<file path="config.mk">
export PLATFORM = sky130hd
export DESIGN_NAME = load_store_unit
export DESIGN_NICKNAME = d
export VERILOG_FILES = /design/src/rtl/load_store_unit.sv
export SDC_FILE = /design/constraint.sdc
export NUM_CORES = 1
export LEC_CHECK = 0
export CORE_ASPECT_RATIO = 1.25
export CORE_MARGIN = 5
export CORE_UTILIZATION = 59
export DETAILED_ROUTE_END_ITERATION = 8
export DONT_BUFFER_PORTS = 1
export PLACE_DENSITY = 0.81
export SLEW_MARGIN = 10
export SYNTH_ARGS = -nofsm -noshare
export SYNTH_HDL_FRONTEND = slang
export SYNTH_SLANG_ARGS = --single-unit
export TNS_END_PERCENT = 50
</file>
<file path="constraint.sdc">
create_clock -name clk -period 2.04 [get_ports clk]
set_clock_uncertainty 0.2 [all_clocks]
set_input_delay 0 -clock clk [delete_from_list [all_inputs] [get_ports clk]]
set_output_delay 0 -clock clk [all_outputs]
set_load 0.01 [all_outputs]
</file>
<file path="src/rtl/load_store_unit.sv">
// Load/store unit between the pipeline and a single-ported, doubleword-wide
// data memory. Sub-doubleword stores are done as read-modify-write, and
// misaligned accesses are answered with an error without touching memory.
// The byte-lane logic assumes BITS = 64 (eight lanes selected by addr[2:0]).
module load_store_unit #(
    parameter int BITS        = 64,
    parameter int D_ADDR_BITS = 8
) (
    input  logic                   clk,
    input  logic                   rst_n,
    input  logic                   req_valid,
    output logic                   req_ready,
    input  logic                   req_we,
    input  logic [1:0]             req_size,
    input  logic                   req_unsigned,
    input  logic [D_ADDR_BITS-1:0] req_addr,
    input  logic [BITS-1:0]        req_wdata,
    output logic                   resp_valid,
    output logic [BITS-1:0]        resp_rdata,
    output logic                   resp_err,
    output logic [D_ADDR_BITS-4:0] mem_addr,
    output logic                   mem_we,
    output logic [BITS-1:0]        mem_din,
    input  logic [BITS-1:0]        mem_dout
);

    typedef enum logic [1:0] {
        IDLE,
        READ,
        WRITE,
        RESP
    } state_t;

    state_t state;
    state_t state_next;

    logic                   op_we;
    logic [1:0]             op_size;
    logic                   op_unsigned;
    logic [2:0]             op_off;
    logic [D_ADDR_BITS-4:0] op_index;
    logic [BITS-1:0]        op_wdata;
    logic                   op_err;
    logic [BITS-1:0]        word_q;

    logic                   handshake;
    logic                   misaligned;
    logic [7:0]             size_lanes;
    logic [7:0]             lane_mask;
    logic [BITS-1:0]        bit_mask;
    logic [BITS-1:0]        shifted_wdata;
    logic [BITS-1:0]        merged_word;
    logic [BITS-1:0]        shifted_word;
    logic [BITS-1:0]        load_value;

    assign handshake = req_valid && req_ready;

    // Alignment check on the incoming request, by access size.
    always_comb begin
        misaligned = 1'b0;
        case (req_size)
            2'b01:   misaligned = req_addr[0];
            2'b10:   misaligned = |req_addr[1:0];
            2'b11:   misaligned = |req_addr[2:0];
            default: misaligned = 1'b0;
        endcase
    end

    // State register; reset drops any access in flight.
    always_ff @(posedge clk) begin
        if (!rst_n) begin
            state <= IDLE;
        end else begin
            state <= state_next;
        end
    end

    // Latch the request fields on the handshake so later input changes are ignored.
    always_ff @(posedge clk) begin
        if (!rst_n) begin
            op_we       <= 1'b0;
            op_size     <= 2'b00;
            op_unsigned <= 1'b0;
            op_off      <= 3'd0;
            op_index    <= '0;
            op_wdata    <= '0;
            op_err      <= 1'b0;
        end else if (handshake) begin
            op_we       <= req_we;
            op_size     <= req_size;
            op_unsigned <= req_unsigned;
            op_off      <= req_addr[2:0];
            op_index    <= req_addr[D_ADDR_BITS-1:3];
            op_wdata    <= req_wdata;
            op_err      <= misaligned;
        end
    end

    // Capture the addressed memory word while in READ (load data or RMW base).
    always_ff @(posedge clk) begin
        if (!rst_n) begin
            word_q <= '0;
        end else if (state == READ) begin
            word_q <= mem_dout;
        end
    end

    // Next-state logic.
    always_comb begin
        state_next = state;
        case (state)
            IDLE: begin
                if (handshake) begin
                    if (misaligned) begin
                        state_next = RESP;
                    end else if (req_we && (req_size == 2'b11)) begin
                        state_next = WRITE;
                    end else begin
                        state_next = READ;
                    end
                end
            end
            READ:    state_next = op_we ? WRITE : RESP;
            WRITE:   state_next = RESP;
            RESP:    state_next = IDLE;
            default: state_next = IDLE;
        endcase
    end

    // Byte-lane merge for stores and lane extraction plus extension for loads.
    always_comb begin
        size_lanes = 8'h00;
        case (op_size)
            2'b00:   size_lanes = 8'h01;
            2'b01:   size_lanes = 8'h03;
            2'b10:   size_lanes = 8'h0F;
            default: size_lanes = 8'hFF;
        endcase
        lane_mask = size_lanes << op_off;
        bit_mask  = '0;
        for (int k = 0; k < 8; k++) begin
            bit_mask[8*k +: 8] = {8{lane_mask[k]}};
        end
        shifted_wdata = op_wdata << {op_off, 3'b000};
        merged_word   = (word_q & ~bit_mask) | (shifted_wdata & bit_mask);

        shifted_word = word_q >> {op_off, 3'b000};
        load_value   = shifted_word;
        case (op_size)
            2'b00:   load_value = {{(BITS-8){~op_unsigned & shifted_word[7]}}, shifted_word[7:0]};
            2'b01:   load_value = {{(BITS-16){~op_unsigned & shifted_word[15]}}, shifted_word[15:0]};
            2'b10:   load_value = {{(BITS-32){~op_unsigned & shifted_word[31]}}, shifted_word[31:0]};
            default: load_value = shifted_word;
        endcase
    end

    // Outputs decoded from the current state; mem_we is gated by reset directly.
    always_comb begin
        req_ready  = (state == IDLE) && rst_n;
        resp_valid = (state == RESP);
        resp_err   = (state == RESP) && op_err;
        resp_rdata = '0;
        if ((state == RESP) && !op_we && !op_err) begin
            resp_rdata = load_value;
        end
        mem_addr = (state == IDLE) ? req_addr[D_ADDR_BITS-1:3] : op_index;
        mem_we   = (state == WRITE) && rst_n;
        mem_din  = mem_we ? merged_word : '0;
    end

endmodule

</file>
==> reports/metrics.cfg, run 1 <==
[logic_synthesis]
synth_seq_cells = 143
syn_avg_cell_area_um2 = 8.171
synth.distinct_cells = 57
synth_flop_cell = dfxtp_1
yosys_warnings = 0
synth_edf_count = 0
synth-async-reset-ratio = 0
synth_cells = 1292
synth_nets = 1439
yosysSeqAreaShare = 0.2712
syn_area_um2 = 10560

[grt]
grt_remaining_overflow = 12
grt_max_degree = 119
track_usage = 0.6906

[floorplanning]
die_y_um = 159.6
die_width_um = 129.6
start_util = 0.6032
ios = 280
placementRows = 54

[placement]
gp_congestion = 1.059
place_area_um2 = 12630
io_buffer_count = 0
hpwl_um = 34100
dpl_worst_slack_ps = -146.8

[cts]
ctsHtreeMaxLevel = 4
cts_sinks = 143
cts_buffer_depth = 2
cts_buffers = 17
cts-root-buf = clkbuf_16

[status]
outcome = stopped before the end
stop_stage = global routing (5_1_grt)
error = [ERROR GRT-0232] Routing congestion too high. Check the congestion heatmap in the GUI.

[timing]
worst_endpoint_kind = top-level output
crit_endpoint = resp_rdata[29]

-- kinds of logic after synthesis --
logic type / Yosys count / synth area share
multiplexers: 241 / 0.2685
buffers and inverters: 143 / 0.07088
AO/OA/AOI/OAI: 284 / 0.1825
AND/OR/NAND/NOR: 477 / 0.2022
flip-flops: 143 / 0.2712
adder cells (fa/ha/maj): 4 / 0.004741
-- synthesized netlist by cell type (all sizes together), types with 2 or more instances --
master	number	area (um2)
a211oi	9	102.6
dfxtp	143	2863
clkbuf	67	251.5
o21ai	65	332.8
inv	7	26.28
o21bai	7	52.55
o2bb2ai	7	61.31
a31oi	19	118.9
or2	2	12.52
a311oi	61	534.3
nor2b	68	425.4
mux2	27	304.0
and2	3	18.77
a32oi	5	43.79
a211o	2	17.52
o21a	2	15.01
a22oi	2	20.02
a21oi	78	394.1
ha	4	50.05
nand3b	2	15.01
a21o	2	15.01
o211ai	2	15.01
nor2	45	171.4
buf	68	466.7
nor3	12	65.06
nand2b	16	100.1
and3	3	18.77
mux4	31	698.2
mux2i	183	1832
nand3	48	240.2
nand2	274	1028
a22o	16	140.1
-- metal layers --
layer / track usage / GRT overflow
met1: 0.6715 / 0
met2: 0.8651 / 2
met3: 0.5446 / 0
met4: 0.6966 / 10
met5: 0.1250 / 0
-- metrics by stage --
step | hold WS [ps] | instances
floorplan | -101.1 | 1292
global placement | -97.89 | 1674
detailed placement | -94.52 | 1674
CTS | 4.426 | 1891
-- what timing repair did --
| item | in CTS |
|---|---|
| hold buffers | 165 |
| gates cloned | 6 |
| setup endpoints to repair | 128 |
| buffers inserted | 14 |
| gates resized for setup | 75 |
| pin swaps | 8 |
| hold endpoints to repair | 148 |
==> run 2: changes to the inputs <==
--- a/config.mk
+++ b/config.mk
@@ -5,12 +5,11 @@
 export SDC_FILE = /design/constraint.sdc
 export NUM_CORES = 1
 export LEC_CHECK = 0
-export CORE_ASPECT_RATIO = 1.25
 export CORE_MARGIN = 5
-export CORE_UTILIZATION = 59
+export CORE_UTILIZATION = 40
 export DETAILED_ROUTE_END_ITERATION = 8
 export DONT_BUFFER_PORTS = 1
-export PLACE_DENSITY = 0.81
+export PLACE_DENSITY_LB_ADDON = 0.15
 export SLEW_MARGIN = 10
 export SYNTH_ARGS = -nofsm -noshare
 export SYNTH_HDL_FRONTEND = slang
==> constraint.sdc (replaced) <==
create_clock -name clk -period 2.65 [get_ports clk]
set_clock_uncertainty 0.2 [all_clocks]
set_input_delay 0 -clock clk [delete_from_list [all_inputs] [get_ports clk]]
set_output_delay 0 -clock clk [all_outputs]
set_load 0.01 [all_outputs]
==> run 2 against run 1 <==
The flow now finishes without violations; area after synthesis unchanged; synthesized cell count unchanged.
==> reports/metrics.cfg, run 2 <==
[status]
outcome = complete, no violations

[job]
max-cap-violations = 0

[cells_and_area]
fillers = 2356
top_regs = op_wdata: 64 flops, word_q: 64 flops, op_index: 5 flops
multi_input_area_um2 = 7191
final_area_um2 = 15200
final-seq-area_um2 = 2874
nNetsFinal = 1756
mostFrequentLayoutCell = nand2_1
layout_common_cells = nand2_1, dlygate4sd3_1, buf_4
antenna_cells = 0
syn2layout_area_growth_pct = 44.02
final_layout_size_suffix_gt1_frac = 0.2202

[drt]
wirelength_um = 48720
via_per_inst = 5.990
antenna_left = 0
via_count = 11720
dr.pass1.iters = 5
drc = 0
wl_per_cell_um = 24.91
drt-initial-drc-count = 1357

[timing]
rsz0062_at_grt = true
hold_viol = 0
fin_crit_sh = 0.9942
slew_violations = 0
tns_ps = 0
fmax_ghz = 0.3795
worst_pin_slew_ps = 574.3
setup_viol = 0
min_period_ps = 2635
slew_headroom = 0.6166

[cts]
cts_sinks = 143
clock_latency_ps = 430
ctsHtreeMaxLevel = 4
cts_buffers = 17
cts-root-buf = clkbuf_16
cts_tree = done
cts.clk_slew.worst_paths_ps = 70
cts_buffer_depth = 2

[logic_synthesis]
synth_flop_cell = dfxtp_1
yosysSeqAreaShare = 0.2712
synth_cells = 1292
synth-async-reset-ratio = 0
synth_area_leaders = dfxtp_1, mux2i_1, nand2_1
yosysTopAreaCellShare = 0.2712
yosys_warnings = 0
synth.most_common_cell = nand2_1
synth_edf_count = 0
synth_nets = 1439
syn_area_um2 = 10560
netlist_top_cells_count = nand2_1, mux2i_1, dfxtp_1, a21oi_1, nor2b_1
yosys.area.top_type = dfxtp_1
syn_avg_cell_area_um2 = 8.171
synth_seq_cells = 143
synth.distinct_cells = 57

[floorplanning]
die_area_um2 = 29740
die_width_um = 172.5
ios = 280
placementRows = 59
start_util = 0.4051
die_y_um = 172.5
core-area_um2 = 26060

[worst_setup_path]
critPathCaptureType = output port
r2r-start = state[0]
crit_arrival_ps = 2430
max_stage_delay_ps = 430
path_cells = buf_12 > buf_4 > a211o_1 > and3_1 > or2_4 > a211oi_2
critPathBufInv = 2
crit_slowest_cell = a211oi_2
path_max_fanout = 10
critPathTopFamily = compound AO/OA/AOI/OAI gates
timing.critical_path.from = op_off[1]
crit_required_ps = 2450
worstSetupStartpointType = flip-flop
critPathKind = reg -> out

[power_and_ir_drop]
powerDensity_nw_per_um2 = 794.8
leakage_nw = 5.781
ir_worst_vdd_v = 0.0004321

[grt]
track_usage = 0.3108
grt_max_degree = 111
antenna_found_initial = 0
grt_remaining_overflow = 0
grt_pass1_wl_um = 69830
grt_pass1_vias = 11250

[placement]
place_area_um2 = 11900
gp_congestion = 0.9660
hpwl_um = 34000
io_buffer_count = 0

[min_path]
hold_path.startpoint = rst_n
hp-class = in -> reg

-- run 2: cell counts after synthesis --
Identical to the previous run, type by type.
-- run 2: power by group --
group	switching (mW)	leakage (nW)	total (mW)	internal [mW]
clock	1.07	0.284	2.47	1.40
sequential	0.768	1.17	3.41	2.64
combinational	3.40	4.32	6.20	2.80
total	5.24	5.78	12.1	6.85
-- run 2: final timing paths --
path / end / slack (ps) / cells after the start
worst max-delay path: mem_din[50] / 20 / 6
worst min-delay path: op_wdata[57] / 70 / 3
worst max register to register: op_wdata[23] / 170 / 6
worst min register to register: op_wdata[52] / 270 / 2
-- run 2: worst min-delay path: cells and delay by family --
kind | cells | cell delay (ps)
compound gates | 1 | 50
simple gates | 1 | 40
buf+inv | 1 | 540
-- run 2: through the flow --
step / utilization / std cells / total power, mW / setup slack [ps] / hold WS (ps)
4_1_cts: 0.5740 / 1950 / 11.73 / 0.3035 / 34.68
3_5_place_dp: 0.4566 / 1689 / 8.570 / 317.7 / -95.20
6_report: 0.5834 / 1956 / 12.08 / 15.27 / 66.96
3_3_place_gp: 0.4566 / 1689 / 8.549 / 309.7 / -95.45
2_1_floorplan: - / 1292 / 6.794 / 655.1 / -101.1
5_1_grt: 0.5834 / 1956 / 12.60 / -59.40 / 70.06
-- run 2: what timing repair did --
action,CTS,global route
gates resized for setup,25,27
hold buffers,221,0
cloned,2,6
pin swaps,3,5
hold endpoints to repair,148,0
buffers inserted,7,0
endpoints found under the setup margin,78,126
-- run 2: logic make-up (layout without fill, tap and decap cells) --
kind of cell | Yosys count | in the layout | share of synthesized area
multiplexers | 241 | 241 | 0.2685
AO/OA/AOI/OAI | 284 | 284 | 0.1825
AND/OR/NAND/NOR | 477 | 479 | 0.2022
buffers and inverters | 143 | 470 | 0.07088
flip-flops | 143 | 143 | 0.2712
adder cells (fa/ha/maj) | 4 | 4 | 0.004741
-- run 2: per-layer routing --
| layer | track usage | vias to the layer above | wire length, um |
|---|---|---|---|
| met5 | 0 | - | 0 |
| met4 | 0.1183 | 0 | 1938 |
| met3 | 0.07522 | 112 | 4936 |
| met2 | 0.4692 | 701 | 21140 |
| met1 | 0.4301 | 5616 | 20700 |
| li1 | - | 5288 | - |
-- run 2: area by class of cell --
cell class	count	share of cell area
clock inverter	11	0.008065
tap	335	0.02757
timing repair buffer	431	0.2694
inverter	8	0.002140
sequential	143	0.1890
multi-input combinational	1008	0.4730
clock buffer	20	0.03078
Note: power is estimated with default switching activity, not from simulation.
==> run 3: changes to the inputs <==
==> constraint.sdc (replaced) <==
create_clock -name clk -period 2.3 [get_ports clk]
set_clock_uncertainty 0.2 [all_clocks]
set_input_delay 0 -clock clk [delete_from_list [all_inputs] [get_ports clk]]
set_output_delay 0 -clock clk [all_outputs]
set_load 0.01 [all_outputs]
==> run 3 against run 2 <==
Power up 32%; die area did not move; critical endpoint is now resp_rdata[35]; the flow now finishes with violations (setup timing); hold slack got worse by 48 ps; highest routed layer unchanged.
==> reports/metrics.cfg, run 3 (same netlist as run 2, synthesis figures left out) <==
[worst_setup_path]
crit_required_ps = 2100
path_cells = buf_12 > buf_12 > nor2_1 > a21o_1 > a41oi_2 > buf_12 > a311oi_1 > buf_4
endpoint = resp_rdata[35]
timing.critical_path.from = op_off[1]
worstSetupStartpointType = flip-flop
critPathKind = reg -> out
crit_arrival_ps = 2450
path_max_fanout = 43
crit_top_cell = buf_12
max_stage_delay_ps = 380
r2r_slack_ps = 60
reg2regPathDepth = 7
r2r-start = state[0]
crit_slowest_cell = dfxtp_4
worstReg2RegEnd = op_wdata[47]
critPathCaptureType = output port

[cts]
clock_latency_ps = 430
ctsHtreeMaxLevel = 4
cts_sinks = 143
cts-root-buf = clkbuf_16
cts_tree = done
cts_buffer_depth = 2
cts.clk_slew.worst_paths_ps = 70
cts_buffers = 17

[cells_and_area]
fin_cells = 2071
antenna_cells = 0
final_util = 0.6681
syn2layout_area_growth_pct = 64.93
mostFrequentLayoutCell = nand2_1
final_area_um2 = 17410
fillers = 2005
top_regs = op_wdata: 64 flops, word_q: 64 flops, op_index: 5 flops
final_layout_size_suffix_gt1_frac = 0.3358
nNetsFinal = 1870
layout_common_cells = nand2_1, buf_4, dlygate4sd3_1

[grt]
grt_pass1_wl_um = 75380
track_usage = 0.3326
grt_max_degree = 118
grt_pass1_vias = 12010
antenna_found_initial = 0
grt_remaining_overflow = 0

[drt]
drt-initial-drc-count = 1541
dr.pass1.iters = 5
drc = 0
via_per_inst = 6.017
wl_per_cell_um = 25.14
antenna_left = 0
wirelength_um = 52070
via_count = 12460

[placement]
dpl_worst_slack_ps = -43.75
place_area_um2 = 12620
dpl.cell_count = 1769
hpwl_um = 35060
io_buffer_count = 0
gp_congestion = 1.003

[timing]
setup_viol = 120
worst_slack_ps = -346.4
tns_ps = -27490
rsz0062_at_grt = true
hold_viol = 0
worst_pin_slew_ps = 539.7
fin_crit_sh = 1.151
slew_headroom = 0.6402
slew_violations = 0
fmax_ghz = 0.3779
min_period_ps = 2646
timing.hold.ws_ps = 19.41

[floorplanning]
ios = 280
die_y_um = 172.5
die_area_um2 = 29740
core-area_um2 = 26060
placementRows = 59
die_width_um = 172.5
start_util = 0.4051

[status]
outcome = complete, but fails checks
violations = setup timing

[power_and_ir_drop]
leakage_nw = 6.676
total_power_mw = 15.94
ir_worst_vdd_v = 0.0005738
powerDensity_nw_per_um2 = 915.8

[min_path]
hp-class = in -> reg

[job]
max-cap-violations = 0

## run 3: how the worst min path moves through the flow
| stage | startpoint | end | cells after the start |
|---|---|---|---|
| final | req_wdata[60] | op_wdata[60] | 3 |
| after global routing | req_wdata[8] | op_wdata[8] | 3 |
| after CTS | req_wdata[60] | op_wdata[60] | 3 |
| after detailed placement | req_wdata[7] | op_wdata[7] | 2 |
| after global placement | req_wdata[14] | op_wdata[14] | 2 |
| after floorplan | req_wdata[0] | op_wdata[0] | 2 |
## run 3: area by class of cell
class | instances | area, um2 | area share
Inverter | 8 | 31.28 | 0.001797
Multi-Input combinational cell | 1007 | 7975 | 0.4581
Clock buffer | 21 | 471.7 | 0.02709
Timing Repair Buffer | 546 | 5514 | 0.3167
Tap cell | 335 | 419.2 | 0.02407
Clock inverter | 11 | 117.6 | 0.006755
Sequential cell | 143 | 2882 | 0.1655
## run 3: what timing repair did
item,in CTS,in global routing
setup buffers,30,23
hold buffers,211,1
endpoints found under the setup margin,120,187
gates cloned,11,2
pin swaps,55,37
resized for setup,192,77
hold endpoints to repair,148,2
## run 3: critical path, delay by kind of cell (launching register included)
| family | cells | cell delay, ps |
|---|---|---|
| AOI/OAI and AO/OA | 3 | 730 |
| and+or+nand+nor | 1 | 190 |
| DFF | 1 | 380 |
| buffers and inverters | 4 | 700 |
## run 3: report_power, final
| part | switching (mW) | leakage [nW] | internal (mW) |
|---|---|---|---|
| Combinational | 4.76 | 5.22 | 4.39 |
| Clock | 1.26 | 0.283 | 1.61 |
| Sequential | 0.860 | 1.18 | 3.05 |
## run 3: metal layers
layer,vias to the layer above,track usage,routed length (um),share of wire
li1,5529,-,-,-
met1,5983,0.4683,21010,0.40
met2,822,0.5122,23340,0.45
met3,128,0.07156,5881,0.11
met4,0,0.1005,1838,0.035
met5,-,0,0,0
==> run 4: changes to the inputs <==
--- a/config.mk
+++ b/config.mk
@@ -5,6 +5,7 @@
 export SDC_FILE = /design/constraint.sdc
 export NUM_CORES = 1
 export LEC_CHECK = 0
+export ABC_AREA = 1
 export CORE_MARGIN = 5
 export CORE_UTILIZATION = 40
 export DETAILED_ROUTE_END_ITERATION = 8
==> run 4 against run 3 <==
The run still ends with setup timing left; critical path depth up 3; global-route usage is 1.3 points lower; die area decreased by 3.6%; worst setup slack better by 230 ps; flip-flop and latch count unchanged; power is 3.4% lower; clock power decreased by 3%; critical endpoint is now resp_rdata[49]; largest cell class unchanged; largest power group unchanged.
==> reports/metrics.cfg, run 4 <==
[status]
outcome = complete, but fails checks
violations = setup timing

[cells_and_area]
final-seq-area_um2 = 2878
fillers = 2305
final_layout_size_suffix_gt1_frac = 0.2470
multi_input_area_um2 = 7027
syn2layout_area_growth_pct = 52.43
final_util = 0.6165
top_regs = op_wdata: 64 flops, word_q: 64 flops, op_index: 5 flops
antenna_cells = 0
nNetsFinal = 2057
mostFrequentLayoutCell = nand2_1
final_area_um2 = 15480
layout_common_cells = nand2_1, o21ai_0, dlygate4sd3_1

[logic_synthesis]
synth_edf_count = 0
netlist_top_cells_count = nand2_1, o21ai_0, a21oi_1, inv_1, dfxtp_1
synth_cells = 1645
synth_adder_area_share = 0.004929
synth_nets = 1792
synth_mux_area_frac = 0.0009857
yosysTopAreaCellShare = 0.2819
synth_seq_cells = 143
yosys_warnings = 0
synth_flop_cell = dfxtp_1
synth_top_family_by_area = compound AO/OA/AOI/OAI gates
syn_avg_cell_area_um2 = 6.173
synth-xor-area-share = 0
yosys.area.top_type = dfxtp_1
synth_area_leaders = dfxtp_1, o21ai_0, nand2_1
yosys.area_share.simple = 0.2600
synth_compound_area_frac = 0.3162
synth-async-reset-ratio = 0
synth.most_common_cell = nand2_1
synth.distinct_cells = 44
yosysSeqAreaShare = 0.2819
syn_area_um2 = 10150

[grt]
track_usage = 0.3192
grt_pass1_vias = 12070
gr-usage-met2 = 0.5350
grt_max_degree = 143
grt_pass1_wl_um = 71310
top_usage_layer = met2
antenna_found_initial = 0
grt_remaining_overflow = 0
met1_usage = 0.4191
grt.met3_usage = 0.03913

[timing]
min_period_ps = 2418
tns_ps = -3940
slew_violations = 0
timing.hold.ws_ps = 22.52
fmax_ghz = 0.4136
rsz0062_at_grt = true
setup_viol = 62
worst_pin_slew_ps = 544.5
fin_crit_sh = 1.051
hold_viol = 0
slew_headroom = 0.6370
worst_slack_ps = -117.6

[cts]
ctsHtreeMaxLevel = 4
cts.clk_slew.worst_paths_ps = 60
cts_buffers = 17
clock_latency_ps = 430
cts-root-buf = clkbuf_16
cts_sinks = 143
cts_buffer_depth = 2
cts_tree = done

[placement]
io_buffer_count = 0
gp_congestion = 1.038
dpl_worst_slack_ps = 63.07
place_area_um2 = 11030
hpwl_um = 34550

[worst_setup_path]
crit_required_ps = 2100
critPathKind = reg -> out
critPathCaptureType = output port
crit_arrival_ps = 2220
path_max_fanout = 16
worstSetupStartpointType = flip-flop

[floorplanning]
placementRows = 58
start_util = 0.4044
core-area_um2 = 25110
die_width_um = 169.3
die_y_um = 169.3
ios = 280
die_area_um2 = 28670

[drt]
via_per_inst = 5.767
drt-initial-drc-count = 1387
drc = 0
via_count = 12990
wl_per_cell_um = 21.95
dr.pass1.iters = 7
antenna_left = 0
wirelength_um = 49460

[job]
max-cap-violations = 0

[power_and_ir_drop]
ir_worst_vdd_v = 0.0005677
powerDensity_nw_per_um2 = 995.1
leakage_nw = 6.362

[min_path]
hp-class = in -> reg

run 4: cell types whose count changed after synthesis, sizes merged, moves of 27 or more:
cell	change
o21ai	+281
mux2i	-182
inv	+160
a21oi	+86
nand2	+86
nor2	+79
nor2b	-68
a311oi	-61
o211ai	+43
mux4	-31
mux2	-27
run 4: final timing paths:
path / from / to / slack, ps / cells past startpoint
max: op_off[0] / resp_rdata[49] / -120 / 11
min: req_wdata[37] / op_wdata[37] / 20 / 3
max reg2reg: state[1] / word_q[29] / 110 / 7
min reg2reg: op_index[2] / op_index[2] / 250 / 2
run 4: layout make-up:
cell class                      count  share of cell area
Tap cell                          330             0.02668
Multi-Input combinational cell   1199              0.4540
Clock buffer                       20             0.02821
Timing Repair Buffer              379              0.2524
Timing Repair inverter              1           0.0005658
Clock inverter                     12            0.008730
Inverter                          169             0.04357
Sequential cell                   143              0.1859
run 4: kinds of logic after synthesis:
| kind of cell | count (synthesis) |
|---|---|
| AOI/OAI and AO/OA | 596 |
| and+or+nand+nor | 596 |
| buffers and inverters | 305 |
| DFF | 143 |
| adders and majority gates | 4 |
| muxes | 1 |
run 4: metal layers:
layer  vias up  wire length, um
met5         -                0
met4         0             2383
li1       6027                -
met2       792            23250
met3       150             4045
met1      6025            19790
run 4: worst max-delay path, cell delays in order, from the launching register on:
cell and delay (ps):
dfxtp_4 470, buf_6 130, buf_12 130, nand2_1 90, nand3_2 120, nand3_2 110, nand2_4 110, nand2_8 70
nand2_8 120, nor2_4 70, clkbuf_16 180, nor3_4 170
run 4: what timing repair did:
| item | CTS | global route |
|---|---|---|
| cloned | 6 | 8 |
| hold endpoints to repair | 148 | 0 |
| gates resized for setup | 118 | 289 |
| hold buffers | 189 | 0 |
| buffers inserted | 14 | 24 |
| setup endpoints to repair | 120 | 158 |
| pin swaps | 20 | 54 |
run 4: power by group:
part	internal [mW]	total, mW	switching, mW
clock network	1.61	2.80	1.19
logic	3.17	8.65	5.48
registers	3.20	3.95	0.751
run 4: metrics by stage:
stage / power, mW / instances
floorplan: 7.791 / 1645
global placement: 9.936 / 1983
detailed placement: 9.965 / 1983
CTS: 14.03 / 2223
global route: 16.12 / 2253
finish: 15.40 / 2253
